**config.mk**
```make
export PLATFORM = sky130hd
export DESIGN_NAME = hram_wb_arbiter
export DESIGN_NICKNAME = d
export VERILOG_FILES = /design/src/rtl/hram_wb_arbiter.sv
export SDC_FILE = /design/constraint.sdc
export NUM_CORES = 1
export LEC_CHECK = 0
export BUFFER_PORTS_ARGS = -buffer_cell sky130_fd_sc_hd__buf_2
export CORE_AREA = 2 2 151 153
export CTS_CLUSTER_SIZE = 40
export DETAILED_ROUTE_END_ITERATION = 6
export DIE_AREA = 0 0 153 155
export HOLD_SLACK_MARGIN = 0.08
export PLACE_DENSITY = 0.5
export SLEW_MARGIN = 15
export SYNTH_ARGS = -nofsm -noshare
export SYNTH_HDL_FRONTEND = slang
export SYNTH_SLANG_ARGS = --single-unit
```
**constraint.sdc**
```tcl
create_clock -name wb_clk_i -period 1.9 [get_ports wb_clk_i]
set_clock_uncertainty 0.1 [all_clocks]
set_input_delay 0.38 -clock wb_clk_i [delete_from_list [all_inputs] [get_ports wb_clk_i]]
set_output_delay 0.38 -clock wb_clk_i [all_outputs]
set_load 0.005 [all_outputs]
```
**src/rtl/hram_wb_arbiter.sv**
```systemverilog
// rtl/hram_wb_arbiter.sv - round-robin Wishbone arbiter with urgency hint and ack timeout for a HyperRAM slave
module hram_wb_arbiter #(
  parameter int NM      = 3,
  parameter int AW      = 32,
  parameter int DW      = 32,
  parameter int TIMEOUT = 1024
) (
  input  logic               wb_clk_i,
  input  logic               wb_rst_n_i,
  input  logic [NM*AW-1:0]   m_adr_i,
  input  logic [NM*DW-1:0]   m_dat_i,
  input  logic [NM*DW/8-1:0] m_sel_i,
  input  logic [NM*3-1:0]    m_cti_i,
  input  logic [NM*2-1:0]    m_bte_i,
  input  logic [NM-1:0]      m_we_i,
  input  logic [NM-1:0]      m_cyc_i,
  input  logic [NM-1:0]      m_stb_i,
  input  logic [NM-1:0]      m_urgent_i,
  output logic [DW-1:0]      m_dat_o,
  output logic [NM-1:0]      m_ack_o,
  output logic [NM-1:0]      m_err_o,
  output logic [AW-1:0]      s_adr_o,
  output logic [DW-1:0]      s_dat_o,
  output logic [DW/8-1:0]    s_sel_o,
  output logic [2:0]         s_cti_o,
  output logic [1:0]         s_bte_o,
  output logic               s_we_o,
  output logic               s_cyc_o,
  output logic               s_stb_o,
  input  logic [DW-1:0]      s_dat_i,
  input  logic               s_ack_i,
  output logic [NM-1:0]      grant_o,
  output logic               timeout_o
);

  localparam int SW = DW / 8;
  localparam int OW = (NM > 1) ? $clog2(NM) : 1;
  localparam int CW = $clog2(TIMEOUT + 1);
  localparam logic [CW-1:0] TMAX     = CW'(TIMEOUT);
  localparam logic [OW-1:0] LAST_IDX = OW'(NM - 1);

  typedef enum logic [1:0] {IDLE, BUSY, ABORT} state_t;

  state_t          state;
  logic [NM-1:0]   grant_q;
  logic [OW-1:0]   owner_q;
  logic [OW-1:0]   last_owner;
  logic [CW-1:0]   cnt;
  logic [NM-1:0]   err_q;
  logic            to_q;
  logic [1:0]      rst_sync;
  logic            arb_en;

  logic [NM-1:0]   urg;
  logic [NM-1:0]   cand;
  logic [OW-1:0]   rr_idx;
  logic [OW-1:0]   pick_idx;
  logic [NM-1:0]   pick_oh;
  logic            pick_ok;
  logic            own_cyc;
  logic            own_stb;
  logic            busy;

  // Reset asserts asynchronously but releases through two flops, so the
  // arbiter never grants on the edge that also sees reset deassert.
  always_ff @(posedge wb_clk_i or negedge wb_rst_n_i) begin
    if (!wb_rst_n_i) rst_sync <= 2'b00;
    else             rst_sync <= {rst_sync[0], 1'b1};
  end
  assign arb_en = rst_sync[1];

  // Urgent requesters form their own candidate set; scan starts after last owner.
  always_comb begin
    urg      = m_cyc_i & m_urgent_i;
    cand     = (|urg) ? urg : m_cyc_i;
    rr_idx   = last_owner;
    pick_idx = '0;
    pick_oh  = '0;
    pick_ok  = 1'b0;
    for (int i = 0; i < NM; i++) begin
      rr_idx = (rr_idx == LAST_IDX) ? '0 : rr_idx + 1'b1;
      if (!pick_ok && cand[rr_idx]) begin
        pick_idx        = rr_idx;
        pick_oh[rr_idx] = 1'b1;
        pick_ok         = 1'b1;
      end
    end
  end

  assign own_cyc = m_cyc_i[owner_q];
  assign own_stb = m_stb_i[owner_q];
  assign busy    = (state == BUSY);

  assign s_adr_o = m_adr_i[owner_q*AW +: AW];
  assign s_dat_o = m_dat_i[owner_q*DW +: DW];
  assign s_sel_o = m_sel_i[owner_q*SW +: SW];
  assign s_cti_o = m_cti_i[owner_q*3 +: 3];
  assign s_bte_o = m_bte_i[owner_q*2 +: 2];
  assign s_we_o  = m_we_i[owner_q];
  assign s_cyc_o = busy & own_cyc;
  assign s_stb_o = busy & own_cyc & own_stb;

  assign m_dat_o   = s_dat_i;
  assign m_ack_o   = busy ? (grant_q & {NM{s_ack_i}}) : '0;
  assign m_err_o   = err_q;
  assign grant_o   = grant_q;
  assign timeout_o = to_q;

  always_ff @(posedge wb_clk_i or negedge wb_rst_n_i) begin
    if (!wb_rst_n_i) begin
      state      <= IDLE;
      grant_q    <= '0;
      owner_q    <= '0;
      last_owner <= LAST_IDX;
      cnt        <= '0;
      err_q      <= '0;
      to_q       <= 1'b0;
    end else begin
      err_q <= '0;
      to_q  <= 1'b0;
      case (state)
        IDLE: begin
          if (arb_en && pick_ok) begin
            grant_q <= pick_oh;
            owner_q <= pick_idx;
            cnt     <= '0;
            state   <= BUSY;
          end
        end
        BUSY: begin
          if (!own_cyc) begin
            grant_q    <= '0;
            last_owner <= owner_q;
            state      <= IDLE;
          end else if (s_ack_i) begin
            cnt <= '0;
          end else if (own_stb) begin
            // A strobe stalled for TIMEOUT cycles is cut off from the slave.
            if (cnt == TMAX) begin
              err_q <= grant_q;
              to_q  <= 1'b1;
              state <= ABORT;
            end else begin
              cnt <= cnt + 1'b1;
            end
          end
        end
        ABORT: begin
          if (!own_cyc) begin
            grant_q    <= '0;
            last_owner <= owner_q;
            cnt        <= '0;
            state      <= IDLE;
          end
        end
        default: state <= IDLE;
      endcase
    end
  end

endmodule

```
# After elaboration in Yosys (flattened, before gate mapping)
# Index checks and enable logic that the tools add are counted.
dict set report totals {
  register_bits 26
  input_bits 266
  wordCells 124
}
dict set report classes {
  add_sub_neg 4
  n_mul 1
  magnitude_cmp 7
  eq_ne 15
  n_shift 5
  muxes 59
  bitwise 7
  reduce_logical 18
}
# cell n
set ops {}
lappend ops {{96-bit by 8-bit indexed part select with 32-bit output} 2}
lappend ops {{11-bit 2-to-1 mux} 6}
lappend ops {{3-bit 2-to-1 mux} 12}
lappend ops {{11-bit one-hot mux with 3 select lines} 1}
lappend ops {{2-bit 2-to-1 mux} 12}
lappend ops {{1-bit 2-to-1 mux} 17}
lappend ops {{1-bit binary-select mux with 2-bit select} 6}
lappend ops {{2-bit by 3-bit less-than comparator with 1-bit output, second input constant} 4}
lappend ops {{3-bit != test, second input constant} 4}
lappend ops {{12-bit by 5-bit indexed part select with 4-bit output} 1}
lappend ops {{11-bit by 1-bit adder with 11-bit output, second input constant} 1}
lappend ops {{11-bit == test, second input constant} 1}
lappend ops {{9-bit by 5-bit indexed part select with 3-bit output} 1}
lappend ops {{2-bit == test, second input constant} 4}
lappend ops {{2-bit != test, second input constant} 4}
lappend ops {{2-bit by 1-bit adder with 2-bit output, second input constant} 3}
lappend ops {{3-bit bitwise AND} 2}
lappend ops {{1-bit demux with 2-bit select} 3}
lappend ops {{2-bit by 1-bit >= comparator with 1-bit output, second input constant} 3}
lappend ops {{1-bit logical AND} 6}
lappend ops {{3-bit bitwise OR} 2}
lappend ops {{2-bit one-hot mux with 3 select lines} 1}
lappend ops {{3-bit one-hot mux with 2 select lines} 1}
lappend ops {{6-bit AND reduction} 1}
lappend ops {{other kinds (15)} 18}

# Logic depth before layout (Yosys ltp)
# Gate-level depths: netlist of run 1.
dict set report logic_depth {
  depth_word 15
  ltp_mapped 8
}

# Worst setup path before layout of run 1
# OpenSTA, ideal clock, no wires.
dict set report synth_timing {
  path_type {reg2out}
  startpoint {register owner_q[1]}
  endpoint {output port s_adr_o[10]}
  arrival_ns 1.365
  required_time_ns 1.420
  setup_slack_ns 0.055
  stages_incl_launch_ff 7
  path_buffers 3
  cell_sequence {dfrtp_1 buf_6 nor2b_1 clkbuf_1 buf_1 nand2_1 o21ai_0}
}
dict set report synth_between {
  elab_chain_cells 1
}
# item line_no
set synth_rtl {}
lappend synth_rtl {{from (decl)} 46} ;# logic [OW-1:0] owner_q;
lappend synth_rtl {{from (signal assigned)} 125} ;# owner_q <= pick_idx;
lappend synth_rtl {{96-bit by 8-bit indexed part select with 32-bit output} 94} ;# assign s_adr_o = m_adr_i[owner_q*AW +: AW];
lappend synth_rtl {{to (decl)} 22} ;# output logic [AW-1:0] s_adr_o,
# Every way passes these cells.

# Final worst setup path of run 1
dict set report layout_timing {
  startpoint {register owner_q[1]}
  endpoint {output port s_dat_o[21]}
}
dict set report layout_between {
  elab_chain_cells 1
}
# item line_no
set layout_rtl {}
lappend layout_rtl {{96-bit by 8-bit indexed part select with 32-bit output} 95} ;# assign s_dat_o = m_dat_i[owner_q*DW +: DW];
lappend layout_rtl {{to (decl)} 23} ;# output logic [DW-1:0] s_dat_o,
# Every way passes these cells.

==> summary.txt, run 1 <==
Critical path
  • Worst R2R Setup Slack: -150 ps
  • FF-to-FF Start: owner_q[1]
  • Crit path DAT: 1730 ps
  • RR Endpoint: m_err_o[1]
  • Worst Reg-to-Reg Cells: 10
  • CP Max Fanout: 8
  • Critical path required time: 1420 ps
  • Crit path kind: reg2out
  • CP Launch Type: flop
  • Crit end category: output port

Route
  • Routed vias/inst: 4.31
  • WL per Instance: 19.3 µm
  • 1st-iter DRT viols: 131
  • Residual DRC: 0
  • Via total after detailed routing: 4,692
  • Final Routed Wirelength: 21.0 mm
  • Routed Antenna Nets: 0
  • Drt first pass iters: 5

Yosys
  • Post-synth EDFFs: 0
  • Syn_area_per_cell: 7.48 µm²
  • Synthesized cell area: 3300 µm²
  • Top post-synthesis cells by area: mux2i_1 23%, dfrtp_1 19%, o21ai_0 12%
  • Sequential cell area fraction in the yosys report: 19.8%
  • Largest area contributor in the netlist: mux2i_1
  • Ys async rst share: 100%
  • Synthesized instance count: 441
  • FF+latch count, synth: 26
  • Synthesis Warnings: 0
  • Post-synthesis cell type count: 56
  • Post-synth top area share: 22.8%
  • Syn Nets: 713
  • Ys flop type: dfrtp_1

Floorplan
  • Row count: 55
  • Die X: 153 µm
  • Core Area: 22,200 µm²
  • Initial core utilization: 14.8%
  • Die Ht: 155 µm
  • Die ar.: 23,700 µm²
  • Number of I/O pins: 384

GRT
  • Initial antenna violation count: 0
  • Largest net degree at the start of global routing: 31
  • Vias in the first global route: 4,594
  • Tot GR Track Use: 16.4%
  • GR Overflow Total: 0
  • First-pass GRT wire length: 28.9 mm

CTS
  • Cts bufs inserted: 3
  • Max Root-Sink Buffers: 2
  • Clock Sinks: 26
  • Clock root cell: clkbuf_16
  • Reg clk slew, reported paths: 70 ps
  • TritonCTS clock tree: done
  • Clock latency on the worst-skew pair: 260 ps
  • Max H-tree Level: 1

Worst hold path
  • Hold Path Sink: rst_sync[1]
  • Min-delay src: rst_sync[0]
  • Hold Path Class: reg2reg
  • Hold Path Cell Cnt: 0

Pwr
  • Worst vdd ir: 0.575 mV
  • PD cells: 1440 nW/µm²
  • P_leak: 3.51 nW

Timing
  • Fin. Hold Viols: 0
  • RSZ-0062 raised after global routing: yes
  • Least-Margin Pin Slew: 636 ps
  • Final WS setup: -306 ps
  • Fmax: 0.453 GHz
  • Setup_tns: -17,770 ps
  • Slew HR: 56.9%
  • Max-slew violations: 0
  • Post-route minimum period: 2210 ps
  • Final Cycle Share: 116%
  • Final setup fails: 91

Cells and area
  • NumNets Final: 1,077
  • Most common cell after layout, fill and taps aside: buf_2
  • # diodes: 0
  • Layout area overhead: 117%
  • Commonest cells after routing, fill and taps aside: 309 x buf_2, 56 x mux2i_1, 54 x buf_4
  • Final Non-Filler Cells: 1,089
  • Fraction of layout cells with a size suffix above 1: 73.0%

Placement
  • Placed cell count: 1,031
  • HPWL Detailed: 15.5 mm
  • IO buf count: 319
  • Routability Congestion: 0.767

Outcome
  • Failing checks: setup timing
  • Status: complete, but fails checks

Flow run
  • Max_cap viols: 0
how the worst max path moves through the flow:
stage                from          end  slack (ps)  depth (start not counted)
2_1_floorplan  owner_q[1]  s_adr_o[10]          60                          6
3_3_place_gp   owner_q[1]  s_dat_o[28]        -390                          5
3_5_place_dp   owner_q[1]  s_dat_o[28]        -400                          5
4_1_cts        owner_q[1]  s_dat_o[22]        -320                          6
5_1_grt        owner_q[1]  s_dat_o[22]        -360                          6
6_report       owner_q[1]  s_dat_o[21]        -310                          6
timing repair:
action,CTS,global route
hold buffers,1,0
pin swaps,42,50
cloned,12,1
resized for setup,209,146
setup buffers,31,18
hold endpoints to repair,25,0
endpoints found under the setup margin,91,100
worst max-delay path, cell delays in order (launching register included):
cell and delay [ps]:
dfrtp_4 530, buf_4 160, buf_6 140, buf_16 160, mux2i_2 240, o21ai_4 90
buf_6 140
registers in the layout, summed over array words and instances, names as in the netlist:
name / cells
cnt: 11
grant_o: 3
m_err_o: 3
last_owner: 2
owner_q: 2
rst_sync: 2
state: 2
timeout_o: 1
metrics by stage:
stage	area, µm²	setup slack, ps	hold WS (ps)	power [W]	utilization [%]
2_1_floorplan	3300	55.1	-15.6	0.00334	-
3_3_place_gp	5310	-385	237	0.00604	23.9
3_5_place_dp	5310	-404	238	0.00604	23.9
4_1_cts	6620	-319	255	0.00966	29.8
5_1_grt	7150	-362	269	0.0110	32.2
6_report	7150	-306	252	0.0103	32.2
metal layers:
metal / part of all wire [%] / vias up / wire, µm / GRT usage, %
met5: 0 / - / 0 / 0
met4: 1.2 / 0 / 252 / 2.25
met3: 12 / 18 / 2600 / 7.24
met2: 44 / 232 / 9290 / 25.6
met1: 42 / 2162 / 8860 / 21.4
li1: - / 2280 / - / -
power breakdown:
| group | leakage (nW) | total (W) | internal [W] | switching, W |
|---|---|---|---|---|
| logic | 3.11 | 0.00892 | 0.00468 | 0.00424 |
| registers | 0.346 | 0.000775 | 0.000657 | 0.000118 |
| clock network | 0.0511 | 0.000629 | 0.000420 | 0.000209 |
| total | 3.51 | 0.0103 | 0.00575 | 0.00457 |
kinds of logic (layout without fill, tap and decap cells):
| kind of cell | Yosys count | in the layout | share of synthesized area, % |
|---|---|---|---|
| XOR/XNOR | 4 | 4 | 1.06 |
| AND/OR/NAND/NOR | 137 | 137 | 19.0 |
| flip-flops | 26 | 26 | 19.8 |
| adder cells (fa/ha/maj) | 6 | 6 | 2.28 |
| AO/OA/AOI/OAI | 120 | 120 | 22.0 |
| buffers and inverters | 69 | 432 | 11.9 |
| multiplexers | 78 | 78 | 23.9 |
| other | 1 | 1 | 0.114 |
area by class of cell:
| cell class | count | area [µm²] |
|---|---|---|
| fillers | 2350 | 15100 |
| multi-input cells | 346 | 3070 |
| repair buffers | 419 | 2930 |
| flip-flops and latches | 26 | 657 |
| well taps | 285 | 357 |
| clock buffers | 3 | 75.1 |
| inverters | 9 | 33.8 |
| clock inverters | 1 | 30.0 |
cells in the mapped netlist (3+ instances only):
cell	count
nand2_1	88
o21ai_0	80
mux2i_1	75
buf_4	32
dfrtp_1	25
clkbuf_1	20
nor2_1	13
inv_1	9
nand3_1	7
ha_1	6
and2_1	5
and3_1	5
buf_2	5
nor3_1	4
o21ai_1	4
o31ai_1	4
xnor2_1	4
a21oi_1	3
a22o_1	3
a22oi_1	3
(Power assumes the default switching activity.)
==> run 2, diff against run 1 <==
- CORE_AREA: 2 2 151 153 -> 3 3 147 149
- DIE_AREA: 0 0 153 155 -> 0 0 150 152
- PLACE_DENSITY: 0.5 -> 0.52
==> summary.txt, run 2 (same netlist as run 1, synthesis figures left out) <==
Outcome
  • Status: complete, but fails checks
  • Failing checks: setup timing

Pwr
  • P_leak: 3.36 nW
  • Worst vdd ir: 0.528 mV
  • PD cells: 1420 nW/µm²

Floorplan
  • Row count: 52
  • Number of I/O pins: 384
  • Die Ht: 152 µm
  • Die X: 150 µm
  • Initial core utilization: 16.2%
  • Die ar.: 22,800 µm²
  • Core Area: 20,300 µm²

Route
  • Drt first pass iters: 4
  • Residual DRC: 0
  • Final Routed Wirelength: 21.3 mm
  • Via total after detailed routing: 4,631
  • Routed Antenna Nets: 0
  • WL per Instance: 20.2 µm
  • 1st-iter DRT viols: 194
  • Routed vias/inst: 4.40

CTS
  • Cts bufs inserted: 3
  • TritonCTS clock tree: done
  • Clock latency on the worst-skew pair: 260 ps
  • Max H-tree Level: 1
  • Reg clk slew, reported paths: 70 ps
  • Clock root cell: clkbuf_16
  • Clock Sinks: 26
  • Max Root-Sink Buffers: 2

Placement
  • Worst slack, placed: -284 ps
  • Routability Congestion: 0.851
  • HPWL Detailed: 16.6 mm
  • IO buf count: 319
  • DP Area: 5330 µm²

GRT
  • GR Overflow Total: 0
  • Largest net degree at the start of global routing: 44
  • First-pass GRT wire length: 29.4 mm
  • Initial antenna violation count: 1
  • Vias in the first global route: 4,700
  • Tot GR Track Use: 17.0%

Worst hold path
  • Hold Path Class: reg2reg

Cells and area
  • NumNets Final: 1,056
  • Layout area overhead: 104%
  • # diodes: 0
  • Most common cell after layout, fill and taps aside: buf_2
  • Fraction of layout cells with a size suffix above 1: 68.2%
  • Max FFs per register: 11
  • Largest register by flop count: cnt
  • Commonest cells after routing, fill and taps aside: 305 x buf_2, 64 x mux2i_1, 44 x buf_4
  • Post-route cell area: 6730 µm²

Timing
  • Slew HR: 50.7%
  • Final Cycle Share: 113%
  • Final WS setup: -252 ps
  • RSZ-0062 raised after global routing: yes
  • Fin. Hold Viols: 0
  • Final setup fails: 93
  • Least-Margin Pin Slew: 728 ps
  • Fmax: 0.465 GHz
  • Setup_tns: -15,900 ps
  • Max-slew violations: 0
  • Post-route minimum period: 2150 ps

Critical path
  • CP Max Fanout: 8
  • CP Launch Type: flop
  • Crit path DAT: 1670 ps
  • Crit path kind: reg2out
  • Critical path required time: 1420 ps
  • Crit end category: output port

Flow run
  • Max_cap viols: 0
==> run 2: worst paths after layout <==
check                                 start     endpoint  slack (ps)  cells after the start
worst max-delay path             owner_q[1]       s_we_o        -250                      7
worst min-delay path            rst_sync[0]  rst_sync[1]         250                      0
worst max register to register   owner_q[1]       cnt[7]        -160                      7
worst min register to register  rst_sync[0]  rst_sync[1]         250                      0
max in group asynchronous        wb_rst_n_i   owner_q[1]         670                      2
min in group asynchronous        wb_rst_n_i     state[0]         570                      2
==> run 2: area by class of cell <==
| type | count | area [µm²] |
|---|---|---|
| Fill cell | 2145 | 13600 |
| Timing Repair Buffer | 398 | 2680 |
| Tap cell | 270 | 338 |
| Inverter | 9 | 33.8 |
| Multi-Input combinational cell | 346 | 2940 |
| Sequential cell | 26 | 657 |
| Clock buffer | 4 | 88.8 |
==> run 2: per-stage QoR <==
step / utilization (%) / hold WS (ps) / std cells / power (W)
after floorplan: - / -15.6 / 441 / 0.00334
after global placement: 26.2 / 235 / 1019 / 0.00626
after detailed placement: 26.2 / 238 / 1019 / 0.00626
after CTS: 31.9 / 254 / 1052 / 0.00936
after global routing: 33.2 / 256 / 1053 / 0.0103
final: 33.2 / 250 / 1053 / 0.00957
==> run 2: what timing repair did <==
action                                 CTS  global route
buffers inserted                        17             4
hold buffers                             1             0
endpoints found under the hold margin   25             0
pin swaps                               51            27
gates cloned                            12             0
setup endpoints to repair               92            98
gates resized for setup                230            75
==> run 2: per-layer routing <==
layer / up-vias / routed length [µm] / share of wire, % / track usage, %
met4: 2 / 201 / 0.94 / 1.96
met5: - / 13 / 0.061 / 0
li1: 2220 / - / - / -
met2: 259 / 9490 / 45 / 27.2
met3: 20 / 3590 / 17 / 10.4
met1: 2130 / 7990 / 38 / 20.2
==> run 2: report_power, final <==
part / total [W] / internal, W / leakage, nW / switching [W]
combinational: 0.00827 / 0.00416 / 2.97 / 0.00412
clock: 0.000515 / 0.000322 / 0.0442 / 0.000192
sequential: 0.000785 / 0.000658 / 0.346 / 0.000127
total: 0.00957 / 0.00514 / 3.36 / 0.00443
==> run 2: critical path: stages (launching register included) <==
cell     delay, ps
dfrtp_4        530
nor2b_4        160
buf_6          140
buf_6          110
buf_12         160
nand2_4         80
o21ai_4         70
buf_6          140
==> run 3, diff against run 2 <==
--- a/config.mk
+++ b/config.mk
@@ -6,9 +6,10 @@
 export NUM_CORES = 1
 export LEC_CHECK = 0
-export BUFFER_PORTS_ARGS = -buffer_cell sky130_fd_sc_hd__buf_2
+export BUFFER_PORTS_ARGS = -buffer_cell sky130_fd_sc_hd__buf_4
 export CORE_AREA = 3 3 147 149
 export CTS_CLUSTER_SIZE = 40
 export DETAILED_ROUTE_END_ITERATION = 6
 export DIE_AREA = 0 0 150 152
+export GPL_TIMING_DRIVEN = 1
 export HOLD_SLACK_MARGIN = 0.08
 export PLACE_DENSITY = 0.52
==> constraint.sdc (replaced) <==
create_clock -name wb_clk_i -period 1.9 [get_ports wb_clk_i]
set_clock_uncertainty 0.1 [all_clocks]
set_input_delay 0.285 -clock wb_clk_i [delete_from_list [all_inputs] [get_ports wb_clk_i]]
set_output_delay 0.285 -clock wb_clk_i [all_outputs]
set_load 0.005 [all_outputs]
==> summary.txt, run 3 (same netlist as run 1, synthesis figures left out) <==
Critical path
  • Crit path DAT: 1720 ps
  • FF-to-FF Start: owner_q[1]
  • Cell Chain, Critical Path: nor2b_4 -> buf_6 -> buf_12 -> buf_8 -> nand2_2 -> o21ai_2 -> buf_4
  • Crit end category: output port
  • Crit path kind: reg2out
  • CP Max Fanout: 7
  • Worst Reg-to-Reg Cells: 7
  • CP top delay family: buffers and inverters
  • CP max stage cell: dfrtp_4
  • WP buf/inv: 4
  • Max stage delay on crit path: 560 ps
  • RR Endpoint: cnt[10]
  • Critical path required time: 1510 ps
  • CP Launch Type: flop
  • Worst R2R Setup Slack: -170 ps

Timing
  • Max-slew violations: 0
  • Slew HR: 49.4%
  • RSZ-0062 raised after global routing: yes
  • Least-Margin Pin Slew: 747 ps
  • Final Cycle Share: 111%
  • Post-route minimum period: 2110 ps
  • Fmax: 0.474 GHz
  • Fin. Hold Viols: 0
  • Final setup fails: 92
  • Final WS setup: -208 ps

CTS
  • Cts bufs inserted: 3
  • Clock root cell: clkbuf_16
  • TritonCTS clock tree: done
  • Max Root-Sink Buffers: 2
  • Clock Sinks: 26
  • Clock latency on the worst-skew pair: 260 ps
  • Max H-tree Level: 1
  • Reg clk slew, reported paths: 60 ps

Pwr
  • Clock power frac: 6.1%
  • PD cells: 1350 nW/µm²
  • Tot Pwr: 0.0101 W
  • Seq pwr share: 8.2%
  • Sw Share: 43.2%
  • Internal power: 0.00572 W
  • P_leak: 3.54 nW
  • Combinational Power Share: 85.7%
  • Switching power: 0.00435 W
  • Worst vdd ir: 0.469 mV

Floorplan
  • Number of I/O pins: 384
  • Core Area: 20,300 µm²
  • Die X: 150 µm
  • Die Ht: 152 µm
  • Die ar.: 22,800 µm²
  • Row count: 52
  • Initial core utilization: 16.2%

Cells and area
  • # diodes: 0
  • Largest register by flop count: cnt
  • Fraction of layout cells with a size suffix above 1: 67.9%
  • Post-route cell area: 7480 µm²
  • Layout area overhead: 127%
  • Commonest cells after routing, fill and taps aside: 360 x buf_4, 65 x mux2i_1, 51 x nand2_1
  • Max FFs per register: 11
  • Most common cell after layout, fill and taps aside: buf_4
  • NumNets Final: 1,068

Route
  • Routed Antenna Nets: 0
  • Met1 wire length: 8.82 mm
  • Wire length on met2: 9.49 mm
  • Final Routed Wirelength: 21.5 mm
  • Residual DRC: 0
  • DR WL met3: 3.06 mm
  • Top Layer Used: met4
  • Drt first pass iters: 4
  • Routed vias/inst: 4.35
  • 1st-iter DRT viols: 166
  • WL per Instance: 20.2 µm
  • Via total after detailed routing: 4,630

Placement
  • DP Area: 6080 µm²
  • Routability Congestion: 0.825
  • HPWL Detailed: 17.1 mm
  • Worst slack, placed: -209 ps
  • IO buf count: 319

GRT
  • Vias in the first global route: 4,649
  • First-pass GRT wire length: 28.9 mm
  • Tot GR Track Use: 16.6%
  • Largest net degree at the start of global routing: 32
  • Initial antenna violation count: 0
  • GR Overflow Total: 0

Outcome
  • Status: complete, but fails checks
  • Failing checks: setup timing

Worst hold path
  • Hold Path Cell Cnt: 0
  • Hold Path Sink: rst_sync[1]
  • Hold Path Class: reg2reg
  • Min-delay src: rst_sync[0]

Flow run
  • Max_cap viols: 0
## run 3: metal layers
layer | vias to the layer above | track usage (%)
met4 | 0 | 2.14
met1 | 2152 | 21.2
met3 | 15 | 9.06
li1 | 2243 | -
met2 | 220 | 25.4
met5 | - | 0
## run 3: repair_timing
action / in CTS / in global routing
setup buffers: 17 / 21
gates cloned: 4 / 4
pin swaps: 9 / 31
resized for setup: 120 / 135
setup endpoints to repair: 91 / 100
hold buffers: 1 / 0
hold endpoints to repair: 25 / 0
## run 3: worst max path at each step
stage                           from     endpoint  slack, ps  depth (start not counted)
after floorplan               cnt[0]       cnt[7]         60                          8
after global placement    owner_q[1]   s_dat_o[5]       -220                          5
after detailed placement  owner_q[1]   s_dat_o[5]       -210                          5
after CTS                 owner_q[1]   s_sel_o[0]       -240                          6
after global routing      owner_q[1]      cnt[10]       -280                          8
final                     owner_q[1]  s_adr_o[24]       -210                          7
## run 3: cell type report
| type | count | area, µm² |
|---|---|---|
| repair buffers | 410 | 3480 |
| inverters | 9 | 33.8 |
| clock inverters | 1 | 30.0 |
| multi-input cells | 346 | 2870 |
| well taps | 270 | 338 |
| fillers | 2125 | 12800 |
| flip-flops and latches | 26 | 657 |
| clock buffers | 3 | 75.1 |
## run 3: power by group through the flow
| stage | clock network, W | logic (W) | registers (W) |
|---|---|---|---|
| after floorplan | 0 | 0.00262 | 0.000723 |
| after global placement | 0 | 0.00608 | 0.000813 |
| after detailed placement | 0 | 0.00608 | 0.000813 |
| after CTS | 0.000632 | 0.00742 | 0.000805 |
| after global routing | 0.000662 | 0.00931 | 0.000842 |
| final | 0.000618 | 0.00863 | 0.000822 |
## run 3: worst register-to-register path: stages (launching register included)
cell	delay [ps]
dfrtp_4	560
buf_6	160
mux2i_4	190
o21a_2	240
o211ai_4	380
nor4_4	100
xnor2_1	180
nor2_1	50
## run 3: through the flow
step / utilization [%] / hold WS, ps / instances / setup TNS, ps
5_1_grt: 36.9 / 271 / 1065 / -19150
6_report: 36.9 / 248 / 1065 / -11680
4_1_cts: 33.3 / 251 / 1041 / -13470
2_1_floorplan: - / -111 / 441 / 0
3_5_place_dp: 30.0 / 120 / 1015 / -2410
3_3_place_gp: 30.0 / 123 / 1015 / -1900
